**config.mk**
```make
export PLATFORM = sky130hd
export DESIGN_NAME = mem_pattern_tester_flat
export DESIGN_NICKNAME = d
export VERILOG_FILES = /design/src/rtl/mem_pattern_tester_pkg.sv /design/src/rtl/mem_pattern_tester_if.sv /design/src/rtl/mem_pattern_gen.sv /design/src/rtl/mem_pattern_tester.sv /design/src/flat_wrapper.sv
export SDC_FILE = /design/constraint.sdc
export NUM_CORES = 1
export LEC_CHECK = 0
export BUFFER_PORTS_ARGS = -buffer_cell sky130_fd_sc_hd__buf_2
export CAP_MARGIN = 15
export CORE_AREA = 3 3 125 127
export DETAILED_ROUTE_END_ITERATION = 8
export DIE_AREA = 0 0 128 130
export HOLD_SLACK_MARGIN = 0.03
export PLACE_DENSITY = 0.9
export SLEW_MARGIN = 15
export SYNTH_ARGS = -nofsm -noshare
export SYNTH_HDL_FRONTEND = slang
export SYNTH_SLANG_ARGS = --single-unit
```
**constraint.sdc**
```tcl
create_clock -name clk -period 2.3 [get_ports clk]
set_input_delay 0.115 -clock clk [delete_from_list [all_inputs] [get_ports clk]]
set_output_delay 0.115 -clock clk [all_outputs]
set_load 0.02 [all_outputs]
```
**src/rtl/mem_pattern_tester_pkg.sv**
```systemverilog
// Shared types and constants for the memory pattern tester.
package mem_pattern_tester_pkg;

  localparam int DEPTH_DEF  = 7680;
  localparam int ADDR_W_DEF = 13;

  // Right-shift Galois taps for x^32 + x^22 + x^2 + x + 1
  localparam logic [31:0] LFSR_TAPS = 32'h8020_0003;

  typedef enum logic [2:0] {
    S_IDLE   = 3'd0,
    S_FILL   = 3'd1,
    S_CHECK  = 3'd2,
    S_DRAIN  = 3'd3,
    S_FINISH = 3'd4
  } state_t;

  typedef enum logic [1:0] {
    MODE_FILL  = 2'd0,
    MODE_CHECK = 2'd1,
    MODE_BOTH  = 2'd2,
    MODE_RSVD  = 2'd3
  } mode_t;

  typedef enum logic [1:0] {
    PAT_ADDR  = 2'd0,
    PAT_NADDR = 2'd1,
    PAT_LFSR  = 2'd2,
    PAT_RSVD  = 2'd3
  } pat_t;

  function automatic logic [31:0] lfsr_next(input logic [31:0] v);
    return v[0] ? ((v >> 1) ^ LFSR_TAPS) : (v >> 1);
  endfunction

endpackage

```
**src/rtl/mem_pattern_tester_if.sv**
```systemverilog
// Single-port RAM bus between the pattern tester (master) and the RAM (slave).
interface mem_pattern_tester_if #(
  parameter int ADDR_W = 13
);
  logic [ADDR_W-1:0] mem_address;
  logic [3:0]        mem_byteenable;
  logic              mem_chipselect;
  logic              mem_write;
  logic [31:0]       mem_writedata;
  logic              mem_clken;
  logic [31:0]       mem_readdata;

  modport master (
    output mem_address, mem_byteenable, mem_chipselect, mem_write,
           mem_writedata, mem_clken,
    input  mem_readdata
  );

  modport slave (
    input  mem_address, mem_byteenable, mem_chipselect, mem_write,
           mem_writedata, mem_clken,
    output mem_readdata
  );
endinterface

```
**src/rtl/mem_pattern_gen.sv**
```systemverilog
// Pattern word generator: address, inverted address, or a reloadable Galois LFSR.
module mem_pattern_gen
  import mem_pattern_tester_pkg::*;
#(
  parameter int ADDR_W = ADDR_W_DEF
) (
  input  logic              clk,
  input  logic              reset_n,
  input  logic              load,
  input  logic              advance,
  input  logic [1:0]        pat_sel,
  input  logic [ADDR_W-1:0] addr,
  input  logic [31:0]       seed,
  output logic [31:0]       data
);
  logic [31:0] lfsr;
  pat_t        pat;

  assign pat = pat_t'(pat_sel);

  // A zero seed would lock the LFSR at zero, so it is replaced by 1
  always_ff @(posedge clk or negedge reset_n) begin
    if (!reset_n) begin
      lfsr <= 32'd1;
    end else if (load) begin
      lfsr <= (seed == 32'd0) ? 32'd1 : seed;
    end else if (advance) begin
      lfsr <= lfsr_next(lfsr);
    end
  end

  always_comb begin
    data = 32'(addr);
    case (pat)
      PAT_NADDR: data = ~32'(addr);
      PAT_LFSR:  data = lfsr;
      default:   data = 32'(addr);
    endcase
  end

endmodule

```
**src/rtl/mem_pattern_tester.sv**
```systemverilog
// Memory pattern tester: writes a selectable pattern to a single-port RAM and
// reads it back, counting mismatches and recording the first failing address.
module mem_pattern_tester
  import mem_pattern_tester_pkg::*;
#(
  parameter int DEPTH  = DEPTH_DEF,
  parameter int ADDR_W = ADDR_W_DEF
) (
  input  logic                 clk,
  input  logic                 reset_n,
  input  logic                 start,
  input  logic [1:0]           mode,
  input  logic [1:0]           pat_sel,
  input  logic [31:0]          seed,
  mem_pattern_tester_if.master mem,
  output logic                 busy,
  output logic                 done,
  output logic                 pass,
  output logic [ADDR_W-1:0]    err_addr,
  output logic [15:0]          err_count
);
  // state    | meaning
  // IDLE     | waiting for start
  // FILL     | one write per cycle, addresses 0..DEPTH-1
  // CHECK    | one read per cycle, compare runs one cycle behind
  // DRAIN    | compare of the final read word
  // FINISH   | done pulse, result valid

  localparam logic [ADDR_W-1:0] LAST_ADDR = ADDR_W'(DEPTH - 1);

  state_t            state, state_nxt;
  mode_t             mode_e;
  logic [ADDR_W-1:0] addr, addr_q;
  logic [1:0]        pat_q;
  logic [31:0]       seed_q;
  logic              chk_after;
  logic              cmp_vld;
  logic [31:0]       exp_q;
  logic              gen_load, gen_adv;
  logic [31:0]       gen_seed, gen_data;
  logic              last, mismatch, access;

  assign mode_e   = mode_t'(mode);
  assign last     = (addr == LAST_ADDR);
  assign mismatch = cmp_vld && (mem.mem_readdata != exp_q);
  assign access   = (state == S_FILL) || (state == S_CHECK);
  // The live seed is loaded on the start cycle, the latched one at the start of CHECK
  assign gen_seed = (state == S_IDLE) ? seed : seed_q;

  mem_pattern_gen #(.ADDR_W(ADDR_W)) u_gen (
    .clk     (clk),
    .reset_n (reset_n),
    .load    (gen_load),
    .advance (gen_adv),
    .pat_sel (pat_q),
    .addr    (addr),
    .seed    (gen_seed),
    .data    (gen_data)
  );

  always_ff @(posedge clk or negedge reset_n) begin
    if (!reset_n) state <= S_IDLE;
    else          state <= state_nxt;
  end

  always_comb begin
    state_nxt = state;
    gen_load  = 1'b0;
    gen_adv   = 1'b0;
    case (state)
      S_IDLE: begin
        if (start) begin
          gen_load  = 1'b1;
          state_nxt = (mode_e == MODE_CHECK) ? S_CHECK : S_FILL;
        end
      end
      S_FILL: begin
        if (last) begin
          gen_load  = chk_after;
          state_nxt = chk_after ? S_CHECK : S_FINISH;
        end else begin
          gen_adv = 1'b1;
        end
      end
      S_CHECK: begin
        gen_adv = 1'b1;
        if (last) state_nxt = S_DRAIN;
      end
      S_DRAIN:  state_nxt = S_FINISH;
      S_FINISH: state_nxt = S_IDLE;
      default:  state_nxt = S_IDLE;
    endcase
  end

  always_ff @(posedge clk or negedge reset_n) begin
    if (!reset_n) begin
      addr      <= '0;
      addr_q    <= '0;
      pat_q     <= 2'd0;
      seed_q    <= 32'd0;
      chk_after <= 1'b0;
      cmp_vld   <= 1'b0;
      exp_q     <= 32'd0;
      pass      <= 1'b0;
      err_addr  <= '0;
      err_count <= 16'd0;
    end else begin
      cmp_vld <= (state == S_CHECK);
      exp_q   <= gen_data;
      addr_q  <= addr;
      case (state)
        S_IDLE: begin
          if (start) begin
            pat_q     <= pat_sel;
            seed_q    <= seed;
            chk_after <= (mode_e == MODE_BOTH) || (mode_e == MODE_RSVD);
            pass      <= 1'b0;
            err_addr  <= '0;
            err_count <= 16'd0;
            addr      <= '0;
          end
        end
        S_FILL: begin
          if (last) begin
            addr <= '0;
            if (!chk_after) pass <= 1'b1;
          end else begin
            addr <= addr + 1'b1;
          end
        end
        S_CHECK: begin
          if (!last) addr <= addr + 1'b1;
        end
        S_DRAIN: begin
          addr <= '0;
          // The last word's compare lands this cycle, so fold it in directly
          pass <= (err_count == 16'd0) && !mismatch;
        end
        default: addr <= '0;
      endcase
      if (mismatch) begin
        if (err_count == 16'd0)     err_addr  <= addr_q;
        if (err_count != 16'hFFFF)  err_count <= err_count + 16'd1;
      end
    end
  end

  assign busy = access || (state == S_DRAIN);
  assign done = (state == S_FINISH);

  assign mem.mem_chipselect = access;
  assign mem.mem_write      = (state == S_FILL);
  assign mem.mem_address    = access ? addr : '0;
  assign mem.mem_byteenable = access ? 4'hF : 4'h0;
  assign mem.mem_writedata  = (state == S_FILL) ? gen_data : 32'd0;
  assign mem.mem_clken      = 1'b1;

endmodule

```
**src/flat_wrapper.sv**
```systemverilog
// flat-port wrapper written by rule: the top's interface ports become plain ports
module mem_pattern_tester_flat import mem_pattern_tester_pkg::*;
#(
  parameter int DEPTH  = DEPTH_DEF,
  parameter int ADDR_W = ADDR_W_DEF
)
  (clk, reset_n, start, mode, pat_sel, seed, busy, done, pass, err_addr, err_count, mem_mem_address, mem_mem_byteenable, mem_mem_chipselect, mem_mem_write, mem_mem_writedata, mem_mem_clken, mem_mem_readdata);
  mem_pattern_tester_if #(.ADDR_W(ADDR_W)) mem_i ();
  input  logic clk;
  input  logic reset_n;
  input  logic start;
  input  logic [1:0] mode;
  input  logic [1:0] pat_sel;
  input  logic [31:0] seed;
  output logic busy;
  output logic done;
  output logic pass;
  output logic [ADDR_W-1:0] err_addr;
  output logic [15:0] err_count;
  output wire logic [$bits(mem_i.mem_address)-1:0] mem_mem_address;
  output wire logic [$bits(mem_i.mem_byteenable)-1:0] mem_mem_byteenable;
  output wire logic [$bits(mem_i.mem_chipselect)-1:0] mem_mem_chipselect;
  output wire logic [$bits(mem_i.mem_write)-1:0] mem_mem_write;
  output wire logic [$bits(mem_i.mem_writedata)-1:0] mem_mem_writedata;
  output wire logic [$bits(mem_i.mem_clken)-1:0] mem_mem_clken;
  input wire logic [$bits(mem_i.mem_readdata)-1:0] mem_mem_readdata;
  assign mem_mem_address = mem_i.mem_address;
  assign mem_mem_byteenable = mem_i.mem_byteenable;
  assign mem_mem_chipselect = mem_i.mem_chipselect;
  assign mem_mem_write = mem_i.mem_write;
  assign mem_mem_writedata = mem_i.mem_writedata;
  assign mem_mem_clken = mem_i.mem_clken;
  assign mem_i.mem_readdata = mem_mem_readdata;
  mem_pattern_tester #(.DEPTH(DEPTH), .ADDR_W(ADDR_W)) u_core (.clk(clk), .reset_n(reset_n), .start(start), .mode(mode), .pat_sel(pat_sel), .seed(seed), .mem(mem_i), .busy(busy), .done(done), .pass(pass), .err_addr(err_addr), .err_count(err_count));
endmodule
```
==> results.py <==
metrics = {
    "run_status": {
        "outcome": "completed",
    },
    "clock_tree": {
        "cts_tree": "built",
        "worstSkewPairLatency_ns": 0.44,
        "clock-root-buffer": "clkbuf_16",
        "cts_buffer_depth": 2,
        "htreeDepth": 4,
        "clock-sinks": 159,
        "path_clk_slew_ns": 0.06,
        "cts_buffers": 17,
    },
    "hold_path": {
        "holdPathEnd": "u_core.seed_q[0]$_DFFE_PN0P_",
        "hp-class": "primary input to flop",
        "min_from": "start",
        "hold_depth": 3,
    },
    "cells_and_area": {
        "final_common_cell": "dfrtp_1",
        "fin_util_pct": 70.10,
        "multiInputGateArea_sq_um": 3849,
        "antenna_cells": 0,
        "register_area_sq_um": 3981,
        "area.growth.synth_to_final_pct": 24.34,
        "nets": 1098,
        "final_cell_mix": "157 x dfrtp_1, 152 x buf_2, 121 x nand2_1",
        "nFillCells": 1004,
        "design_area_sq_um": 10190,
        "layout-drive-gt1-share_pct": 28.02,
    },
    "synth": {
        "synth.area.top_cells": "dfrtp_1 48%, nand2_1 5.5%, mux2_2 4.7%, xnor2_1 4.6%, and2_1 3.3%",
        "ys_seq_elements": 159,
        "synth_edf_count": 0,
        "ys_seq_area_share_pct": 48.57,
        "synth_top_area_cell": "dfrtp_1",
        "synth.distinct_cells": 60,
        "ys.warnings.count": 0,
        "synth_top_area_share_pct": 48.25,
        "synthFlopType": "dfrtp_1",
        "syn_inst": 839,
        "synth.net_count": 915,
        "async_reset_ff_share_pct": 100.0,
        "synth_area_sq_um": 8194,
        "synth_area_per_cell_sq_um": 9.767,
    },
    "die": {
        "die_area_sq_um": 16640,
        "fp.coreArea_sq_um": 14530,
        "pin_count": 155,
        "die_x_microns": 128,
        "die_y_microns": 130,
        "start_util_pct": 56.38,
        "rows": 44,
    },
    "sta": {
        "fin_tns_setup_ns": 0,
        "drv_slew": 0,
        "rsz0062_at_grt": "yes",
        "worst_pin_slew_ns": 0.7972,
        "max_freq_mhz": 448.5,
        "period_minus_slack_ns": 2.230,
        "setup_violations": 0,
        "slew_headroom_pct": 46.85,
        "clock_skew_ns": 0.006454,
        "final_hold_viol_count": 0,
        "holdWs_ns": 0.1360,
        "finalCritPeriodShare_pct": 96.94,
    },
    "route": {
        "drc_errors": 0,
        "routed_wl_microns": 22790,
        "vias": 7249,
        "drt_first_iter_violations": 946,
        "vias_per_cell": 5.947,
        "wl_per_cell_microns": 18.69,
        "drt_first_pass_iters": 6,
        "ant_nets": 0,
    },
    "power": {
        "vdd_drop_max_mv": 0.9819,
        "seq_power_share_pct": 32.4,
        "p_leak_nw": 4.782,
        "powerDensity_nw_per_um2": 1388,
        "pwr-share-clk_pct": 19.3,
        "internal_power_mw": 8.012,
        "p_comb_share_pct": 48.4,
        "power.total_mw": 14.14,
        "p_switching_mw": 6.127,
        "p_sw_share_pct": 43.33,
    },
    "run": {
        "maxCapViolCount": 0,
    },
    "placed_design": {
        "routabilityCongestion": 0.8798,
        "hpwl_microns": 15410,
        "placed_area_sq_um": 9143,
        "io_buffers": 153,
    },
    "worst_setup_path": {
        "required_ns": 2.64,
        "critPathMaxStageDelay_ns": 0.47,
        "reg2regPathDepth": 8,
        "crit_path_start_kind": "flop",
        "endpoint_kind": "flop",
        "r2r-end": "u_core.u_gen.lfsr[24]$_DFFE_PN0P_",
        "cp-startpoint": "u_core.addr[0]$_DFFE_PN0P_",
        "crit_type": "flop to flop",
        "critPathMaxFanout": 29,
        "cp_slowest_cell": "nor4_4",
        "critPathArrivalTime_ns": 2.57,
        "r2r-start": "u_core.addr[0]$_DFFE_PN0P_",
        "critPathTopFamily": "simple AND/OR/NAND/NOR gates",
        "r2r_slack_ns": 0.07,
        "path_buf_inv": 2,
        "path_cells": "ha_1, nand4_1, nor4_4, buf_4, o21a_2, buf_12, nand2_1, a31oi_1",
    },
    "global_route": {
        "gr-total-overflow": 0,
        "first_global_vias": 6812,
        "antenna_found_initial": 0,
        "grt_usage_pct": 27.33,
        "grt_start_max_net_pins": 68,
        "grt_pass1_wl_microns": 35760,
    },
}
[worst reg2reg max path, stage by stage, from the launching register on]
cell     delay [ns]
dfrtp_1        0.36
ha_1           0.19
nand4_1        0.19
nor4_4         0.47
buf_4          0.21
o21a_2         0.20
buf_12         0.20
nand2_1        0.12
a31oi_1        0.21
[worst max-delay path by stage]
stage,end,slack (ns),depth (start not counted)
6_report,u_core.u_gen.lfsr[24]$_DFFE_PN0P_,0.07,8
3_5_place_dp,u_core.err_addr[10]$_DFF_PN0_,0.03,8
4_1_cts,mem_mem_writedata[13],0.005,5
5_1_grt,u_core.u_gen.lfsr[24]$_DFFE_PN0P_,-0.03,8
2_1_floorplan,u_core.err_count[10]$_DFF_PN0_,0.18,8
3_3_place_gp,u_core.err_count[6]$_DFF_PN0_,0.11,7
[through the flow]
stage | cells | setup WS (ns)
after CTS | 1212 | 0.005322
after floorplan | 839 | 0.1759
after global routing | 1219 | -0.02750
final | 1219 | 0.07047
after detailed placement | 1144 | 0.02990
after global placement | 1144 | 0.1079
[registers in the layout (all words and copies together), names as in the netlist]
signal,flops
u_core.cmp_vld,1
u_core.u_gen.lfsr,32
u_core.addr,13
u_core.pass,1
u_core.seed_q,32
u_core.err_addr,13
u_core.pat_q,2
u_core.err_count,16
u_core.addr_q,13
u_core.state,3
u_core.chk_after,1
u_core.exp_q,32
[area by class of cell]
| type | instances | area share (%) |
|---|---|---|
| multi-input cells | 587 | 37.77 |
| well taps | 184 | 2.260 |
| repair buffers | 222 | 13.99 |
| clock buffers | 23 | 4.789 |
| clock inverters | 9 | 0.8228 |
| flip-flops and latches | 159 | 39.08 |
| inverters | 35 | 1.289 |
[power groups by stage]
stage,combinational [mW],clock (mW),sequential (mW)
after floorplan,4.79,0,4.31
after global placement,6.31,0,4.51
after detailed placement,6.43,0,4.55
after CTS,6.57,2.73,4.52
after global routing,7.43,2.86,4.67
final,6.84,2.72,4.58
[layer usage]
metal / share of wire [%] / GRT usage (%)
met5: 0 / 0
met4: 2.4 / 9.426
met3: 8.8 / 6.017
met2: 48 / 44.12
met1: 41 / 36.90
[cells by family after synthesis]
group,after synthesis,synth area share [%]
compound gates,150,13.70
xor+xnor,45,4.810
fa+ha+maj,5,0.7635
buf+inv,93,5.192
flops,159,48.57
mux,51,6.749
other cells,1,0.04576
simple gates,335,20.17
[synth_stat cells, types with 16 or more instances]
cell type and count:
nor2_1 61, xnor2_1 43, dfrtp_1 158, a21oi_1 37
nor4_1 22, nor3_1 29, a31oi_1 30, mux2i_1 17
mux2_2 34, buf_2 16, and2_1 43, nand3_1 16
nand2_1 121, a211oi_2 19, inv_1 35, clkbuf_1 27
[timing repair]
action,CTS,global route
pin swaps,0,3
hold endpoints to repair,106,0
hold buffers,36,0
gates cloned,0,0
setup buffers,0,7
setup endpoints to repair,21,76
gates resized for setup,2,10
Note: power is estimated with default switching activity, not from simulation.
